$ cat src/rtl/sram_bus_bridge.sv
// Splits one 32-bit core load/store into one or two 16-bit SRAM frontend transactions.
// Optional sign extension of byte/half reads is enabled by defining SRAM_BRIDGE_SEXT_EN.
module sram_bus_bridge #(
  parameter int unsigned ALIGN_CHECK = 1
) (
  input  logic        clk,
  input  logic        rst_n,
  input  logic        req_valid,
  output logic        req_ready,
  input  logic        req_rw,
  input  logic [1:0]  req_size,
  input  logic [31:0] req_addr,
  input  logic [31:0] req_wdata,
`ifdef SRAM_BRIDGE_SEXT_EN
  input  logic        req_signed,
`endif
  output logic        resp_valid,
  output logic        resp_err,
  output logic [31:0] resp_rdata,
  output logic        sram_valid,
  output logic        sram_rw,
  output logic [31:0] sram_addr,
  output logic [15:0] sram_dtw,
  input  logic [15:0] sram_dtr,
  input  logic        sram_done
);

  typedef enum logic [2:0] {StIdle, StIssue0, StWait0, StIssue1, StWait1, StResp} state_e;

  state_e      r_state;
  logic        r_req_ready;
  logic        r_resp_valid;
  logic        r_resp_err;
  logic [31:0] r_resp_rdata;
  logic        r_sram_valid;
  logic        r_sram_rw;
  logic [31:0] r_sram_addr;
  logic [15:0] r_sram_dtw;
  logic        r_rw;
  logic [1:0]  r_size;
  logic [31:0] r_addr;
  logic [15:0] r_wdata_hi;
  logic [15:0] r_rdata_lo;
  logic        w_signed;
  logic        w_misalign;
  logic        w_err;
  logic [31:0] w_addr_al;
  logic [15:0] w_dtw0;
  logic [15:0] w_lo16;
  logic [31:0] w_ext;

`ifdef SRAM_BRIDGE_SEXT_EN
  logic        r_signed;
  assign w_signed = r_signed;
`else
  assign w_signed = 1'b0;
`endif

  assign w_misalign = (req_size == 2'b11) || ((req_size == 2'b01) && req_addr[0]) ||
                      ((req_size == 2'b10) && (req_addr[1:0] != 2'b00));
  assign w_err      = (ALIGN_CHECK != 0) && w_misalign;
  assign w_dtw0     = (req_size == 2'b00) ? {req_wdata[7:0], req_wdata[7:0]} : req_wdata[15:0];

  // With alignment checking off, sub-size address bits are dropped; size 11 acts as a word.
  always_comb begin
    w_addr_al = req_addr;
    case (req_size)
      2'b01:   w_addr_al = {req_addr[31:1], 1'b0};
      2'b10,
      2'b11:   w_addr_al = {req_addr[31:2], 2'b00};
      default: w_addr_al = req_addr;
    endcase
  end

  always_comb begin
    w_lo16 = sram_dtr;
    w_ext  = {16'h0000, sram_dtr};
    if (r_size == 2'b00) begin
      w_lo16 = {8'h00, (r_addr[0] ? sram_dtr[15:8] : sram_dtr[7:0])};
      w_ext  = {{24{w_signed & w_lo16[7]}}, w_lo16[7:0]};
    end else if (r_size == 2'b01) begin
      w_ext  = {{16{w_signed & w_lo16[15]}}, w_lo16};
    end
  end

  always_ff @(posedge clk or negedge rst_n) begin
    if (!rst_n) begin
      r_state      <= StIdle;
      r_req_ready  <= 1'b1;
      r_resp_valid <= 1'b0;
      r_resp_err   <= 1'b0;
      r_resp_rdata <= 32'h0;
      r_sram_valid <= 1'b0;
      r_sram_rw    <= 1'b0;
      r_sram_addr  <= 32'h0;
      r_sram_dtw   <= 16'h0;
      r_rw         <= 1'b0;
      r_size       <= 2'b00;
      r_addr       <= 32'h0;
      r_wdata_hi   <= 16'h0;
      r_rdata_lo   <= 16'h0;
`ifdef SRAM_BRIDGE_SEXT_EN
      r_signed     <= 1'b0;
`endif
    end else begin
      case (r_state)
        StIdle: begin
          if (req_valid) begin
            r_rw         <= req_rw;
            r_size       <= req_size;
            r_addr       <= w_addr_al;
            r_wdata_hi   <= req_wdata[31:16];
            r_rdata_lo   <= 16'h0;
            r_resp_rdata <= 32'h0;
            r_req_ready  <= 1'b0;
`ifdef SRAM_BRIDGE_SEXT_EN
            r_signed     <= req_signed;
`endif
            if (w_err) begin
              r_state      <= StResp;
              r_resp_valid <= 1'b1;
              r_resp_err   <= 1'b1;
            end else begin
              r_state      <= StIssue0;
              r_sram_valid <= 1'b1;
              r_sram_rw    <= req_rw;
              r_sram_addr  <= w_addr_al;
              r_sram_dtw   <= w_dtw0;
            end
          end
        end
        StIssue0: begin
          r_sram_valid <= 1'b0;
          r_state      <= StWait0;
        end
        StWait0: begin
          if (sram_done) begin
            r_rdata_lo <= w_lo16;
            if (r_size[1]) begin
              r_state      <= StIssue1;
              r_sram_valid <= 1'b1;
              r_sram_addr  <= r_addr + 32'd2;
              r_sram_dtw   <= r_wdata_hi;
            end else begin
              r_state      <= StResp;
              r_resp_valid <= 1'b1;
              r_resp_rdata <= r_rw ? 32'h0 : w_ext;
            end
          end
        end
        StIssue1: begin
          r_sram_valid <= 1'b0;
          r_state      <= StWait1;
        end
        StWait1: begin
          if (sram_done) begin
            r_state      <= StResp;
            r_resp_valid <= 1'b1;
            r_resp_rdata <= r_rw ? 32'h0 : {sram_dtr, r_rdata_lo};
          end
        end
        StResp: begin
          r_resp_valid <= 1'b0;
          r_resp_err   <= 1'b0;
          r_req_ready  <= 1'b1;
          r_state      <= StIdle;
        end
        default: begin
          r_state     <= StIdle;
          r_req_ready <= 1'b1;
        end
      endcase
    end
  end

  assign req_ready  = r_req_ready;
  assign resp_valid = r_resp_valid;
  assign resp_err   = r_resp_err;
  assign resp_rdata = r_resp_rdata;
  assign sram_valid = r_sram_valid;
  assign sram_rw    = r_sram_rw;
  assign sram_addr  = r_sram_addr;
  assign sram_dtw   = r_sram_dtw;

endmodule

$ cat config.mk
export PLATFORM = sky130hd
export DESIGN_NAME = sram_bus_bridge
export DESIGN_NICKNAME = d
export VERILOG_FILES = /design/src/rtl/sram_bus_bridge.sv
export SDC_FILE = /design/constraint.sdc
export NUM_CORES = 1
export LEC_CHECK = 0
export CAP_MARGIN = 20
export CORE_ASPECT_RATIO = 1.2
export CORE_MARGIN = 3
export CORE_UTILIZATION = 50
export DETAILED_ROUTE_END_ITERATION = 16
export PLACE_DENSITY = 0.87
export SYNTH_ARGS = -nofsm -noshare
export SYNTH_HDL_FRONTEND = slang
export SYNTH_SLANG_ARGS = --single-unit
$ cat constraint.sdc
create_clock -name clk -period 1.9 [get_ports clk]
set_input_delay 0.19 -clock clk [delete_from_list [all_inputs] [get_ports clk]]
set_output_delay 0.19 -clock clk [all_outputs]
set_load 0.03 [all_outputs]
==> impl_results.md, run 1 <==
- Status: completed
- Top Ports: 172
- Register area share after synthesis: 52.29%
- Final wirelength: 20.36 mm
- Measured slew at the worst slew-check pin: 0.4922 ns
- Clock Tree Root: clkbuf_16
- Worst Path Buf+Inv: 0
- Initial core utilization: 51.26%
- Pre-Repair DR Iteration Count: 5
- Worst r2r dst: sram_addr[27]
- Clock skew: 0.009272 ns
- Ys flop type: dfrtp_1
- Worst R2R Path Depth: 6
- CP delay by family, top: simple AND/OR/NAND/NOR gates
- Reg-to-Reg Start: r_addr[1]
- Crit share post-route: 97.67%
- Cell Area, Synth: 0.007420 mm²
- Largest net degree at the start of global routing: 52
- Max-cap viol count: 0
- ANT nets after route: 0
- Min Hold Slack: 0.2775 ns
- Met3 Usage GRT: 6.481%
- Fmax: 538.9 MHz
- First-pass GRT wire length: 32.57 mm
- Antenna cells: 0
- Post-DP HPWL: 14.19 mm
- Clock transition at the registers of the reported paths: 0.06 ns
- CTS sink count: 155
- Avg Cell Area, Syn: 9.999 µm²
- Die X-Extent: 117.2 µm
- Clock Latency Late Sink: 0.43 ns
- Post-synth top area share: 51.94%
- Leakage Power: 4.153 nW
- Async SR Flop Fraction: 100.0%
- Inserted Clock Buffers: 17
- H-tree depth: 4
- Yosys warns: 0
- Period minus WS final: 1.856 ns
- Crit end category: flip-flop
- Gr usage total: 25.11%
- Syn_nets: 830
- Global routing's busiest layer: met2
- Crit Path Max Fanout: 4
- Final Hold Fails: 0
- Routed vias/inst: 5.617
- Slew Viols, Final: 0
- # setup viols final: 0
- Routability Congestion: 0.8804
- Die area: 0.01634 mm²
- Crit-path cells: ha_1 > and4_1 > nand3_1 > nor3_1 > xnor2_1 > a211oi_2
- Syn-to-layout area delta: 38.47%
- Layout cells sized above 1: 16.90%
- Grt met1 use: 30.27%
- Maximum clock insertion buffer count: 2
- Remaining global-route overflow: 0
- R2R setup slack: 0.04 ns
- CP arrival: 2.19 ns
- CP Class: reg -> reg
- First DRT Iteration DRCs: 424
- Setup crit start kind: flip-flop
- Post-synth EDFFs: 0
- CP Data Required Time: 2.24 ns
- HP Class: in -> async
- Crit path max-delay cell type: dfrtp_1
- Met2 GRT Util: 42.22%
- Flops & latches, synth: 155
- Antenna violations before repair: 0
- Vias in the first global route: 6,559
- CTS tree: done
- P per Cell Area: 1684 mW/mm²
- Total power: 0.01730 W
- Max stage delay on crit path: 0.42 ns
- Top cells by area, synth: dfrtp_1, mux2_2, nand2_1, o21ai_0, nor2_1
- Yosys cell types: 52
- Placement Rows: 48
- Vert. Die Dim: 139.4 µm
- Slew headroom: 67.18%
- Post-synth top area cell: dfrtp_1
- Port Buffer Count: 171
- IR drop worst, VDD: 0.0009101 V
- DR WL/cell: 17.84 µm
- DRC violations left: 0
- Post-Syn Instances: 742
- Core area: 0.01447 mm²
- Via count: 6,409
- Nets@finish: 1,017
metrics by stage:
step / utilization (%) / instances / cell area [µm²] / setup TNS (ns) / setup slack [ns]
finish: 70.98 / 1141 / 10270 / 0 / 0.04433
floorplan: - / 742 / 7420 / 0 / 0.2284
CTS: 70.57 / 1138 / 10210 / 0 / 0.04427
global placement: 66.17 / 1106 / 9577 / -0.1814 / -0.02829
detailed placement: 66.17 / 1106 / 9577 / -2.562 / -0.1107
global route: 70.98 / 1141 / 10270 / -0.006318 / -0.006318
synthesized netlist by cell type (all sizes together), types with 4 or more instances:
cell,n
nor2,60
mux2i,12
xor2,16
a211oi,19
mux2,55
and4,8
and2,7
nand4,10
nand3,15
a31oi,12
o21ai,77
a21oi,36
clkbuf,13
a22oi,8
dfrtp,154
buf,34
nand2,128
xnor2,13
nor3,29
nand2b,4
inv,8
registers in the layout, indices dropped and copies added, names as in the netlist, 2 cells and up:
register    count
sram_dtw       16
r_addr         32
r_rdata_lo     16
r_state         3
resp_rdata     32
sram_addr      32
r_size          2
r_wdata_hi     16
how the worst max path moves through the flow:
stage	from	cells past startpoint	to
final	r_addr[1]	6	sram_addr[27]
after global routing	r_state[2]	7	sram_addr[15]
after CTS	req_ready	1	req_ready
after detailed placement	req_size[0]	7	sram_addr[23]
after global placement	req_size[0]	7	sram_addr[17]
after floorplan	r_state[1]	6	r_addr[10]
where the power goes:
group	total [W]	switching (W)	internal [W]	leakage (nW)
combinational	0.00786	0.00438	0.00348	1.92
sequential	0.00578	0.00108	0.00470	1.92
clock	0.00366	0.00134	0.00232	0.307
total	0.0173	0.00681	0.0105	4.15
repair_timing:
| item | CTS | global route |
|---|---|---|
| gates resized for setup | 0 | 5 |
| hold buffers | 1 | 0 |
| buffers inserted | 0 | 2 |
| endpoints found under the setup margin | 0 | 9 |
| hold endpoints to repair | 46 | 0 |
cells in the final DEF, fill, tap and decap left out, drive strengths merged, types with 10 or more instances in the layout:
cell / count
mux2: 55
a31oi: 12
nor2: 60
a21oi: 36
nor3: 29
nand4: 10
nand2: 128
a211oi: 19
dfrtp: 154
mux2i: 12
o21ai: 77
xnor2: 13
clkdlybuf4s50: 170
buf: 43
clkbuf: 20
nand3: 15
xor2: 16
per-layer routing:
layer | up-vias | part of all wire, % | wire length (µm)
met1 | 3133 | 39 | 7894
met5 | - | 0 | 0
li1 | 2955 | - | -
met4 | 0 | 3.1 | 633
met2 | 266 | 51 | 10370
met3 | 55 | 7.2 | 1456
logic make-up after synthesis:
kind of cell / synth area share (%)
AND/OR/NAND/NOR: 17.17
multiplexers: 9.966
flip-flops: 52.29
buffers and inverters: 3.693
AO/OA/AOI/OAI: 13.29
adder cells (fa/ha/maj): 0.1686
XOR/XNOR: 3.423
worst reg2reg max path, cell delays in order (launching register included):
cell and delay (ns):
dfrtp_1 0.42, ha_1 0.20, and4_1 0.29, nand3_1 0.21, nor3_1 0.30, xnor2_1 0.14
a211oi_2 0.22
area by class of cell:
cell class | count | area, µm²
multi-input combinational | 532 | 3296
timing repair buffer | 215 | 2188
sequential | 155 | 3881
clock buffer | 19 | 432.9
fill | 1008 | 4200
clock inverter | 12 | 195.2
tap | 200 | 250.2
inverter | 8 | 30.03
Note: power is estimated with default switching activity, not from simulation.
==> inputs of run 2 (changes only) <==
- CAP_MARGIN: 20 -> not set
==> results of run 2 <==
Same layout as run 1: the final DEF is identical, and so are final timing and power.
==> RTL change, RTL diff (settings of run 2) <==
Make the reset (`rst_n`) synchronous in one clocked block.
--- a/src/rtl/sram_bus_bridge.sv
+++ b/src/rtl/sram_bus_bridge.sv
@@ -83,7 +83,7 @@
     end
   end
 
-  always_ff @(posedge clk or negedge rst_n) begin
+  always_ff @(posedge clk) begin
     if (!rst_n) begin
       r_state      <= StIdle;
       r_req_ready  <= 1'b1;
Behaviour: differs if rst_n is asserted again (counterexample within 4 cycles, from zero or initial values and one cycle with rst_n low); with rst_n held inactive, the same outputs for 4 cycles.
==> RTL change against run 2 <==
Sequential cell count unchanged; global-route usage grew 1.5 points; via count up 10%; synthesized cell count is 18% higher; hold slack worse by 0.058 ns; routed wire length increased by 2.6%; synthesized area is 2.6% lower; design area shrank 3.0%; die area is 2.5% lower; worst setup slack improved by 0.048 ns; largest cell class is now multi-input combinational cells.
Power is not compared: it rests on default switching activity, and its combinational part moved more than twofold at a synthesized area within 25%.
==> RTL change: results (changes against run 2) <==
----------------------------------------------------
[Placed design]
  Worst slack, placed ... -0.444 ns (-0.333 ns)
  Placed cells ... 1,205 (+9.0%)
  Cell area after placement ... 9390 um2 (-2.0%)
  DPL Wire Length ... 14.4 mm (+1.6%)
  Routability-driven placement congestion ratio ... 0.869 (-1.3%)

[Drt]
  DR vias ... 7,060 (+10%)
  Initial drt markers ... 530 (+25%)
  WL met3 ... 1.34 mm (-7.7%)
  Post-DR vias/cell ... 5.71 (+1.6%)
  Routed met1 length ... 8.46 mm (+7.2%)
  Mean routed wirelength per cell ... 16.9 um (-5.3%)

[Global routing]
  Met1 Track Usage GR ... 31.7% (+1.5 points)
  Global-route wire length before repair ... 33.9 mm (+3.9%)
  Met2 capacity usage during global routing ... 46.0% (+3.8 points)

[Synth]
  Top flip-flop cell by instance count after synthesis ... sky130_fd_sc_hd__dfxtp_1
  Number of nets in the synthesized netlist ... 967 (+17%)
  Portion of the post-synthesis area used by sequential elements ... 43.0% (-9.3 points)
  Netlist cell types ... 54 (+3.8%)

[Outcome]
  Result of the run ... finished, final reports clean

[Critical path]
  Cell count of the worst reg-to-reg path ... 7 (+1)
  Destination of the critical timing path ... sram_addr[17]
  R2R setup slack ... 0.09 ns (+0.05 ns)
  R2R Path End ... sram_addr[17]
  Timing startpoint of the critical path ... r_addr[7]
  Highest fanout seen on the critical path ... 10 (+6)
  CP arrival ... 2.12 ns (-0.07 ns)

[STA]
  Clock skew ... 0.00992 ns (+0.000648 ns)
  Post-route clock period utilization ... 95.1% (-2.5 points)
  Worst hold slack ... 0.219 ns (-0.0585 ns)

[Finish]
  Number of nets in the layout ... 1,142 (+12%)
  Layout fillers ... 1,047 (+3.9%)

[Hold path]
  Worst hold path type ... input pin to flop

----------------------------------------------------
## RTL change: worst register-to-register path: cells and delay by family, from the launching register on
family,cells,cell delay [ns]
DFF,1,0.39
xor gates and xnor gates,1,0.26
buffers and inverters,2,0.41
and+or+nand+nor,3,0.54
AOI/OAI and AO/OA,1,0.09
## RTL change: cells by family (layout without fill, tap and decap cells)
kind of cell,count (synthesis),in the layout,synth area share [%]
AOI/OAI and AO/OA,218,218,22.3
xor gates and xnor gates,26,26,3.15
adders and majority gates,1,1,0.173
buffers and inverters,86,273,4.90
DFF,155,155,43.0
muxes,28,28,3.90
and+or+nand+nor,365,365,22.7
## RTL change: cell type report
class	count	area (um2)	area share, %
Tap cell	171	214	2.15
Clock inverter	12	100	1.00
Multi-Input combinational cell	638	3790	38.0
Clock buffer	19	453	4.54
Sequential cell	155	3110	31.2
Inverter	19	71.3	0.716
Timing Repair Buffer	223	2230	22.4
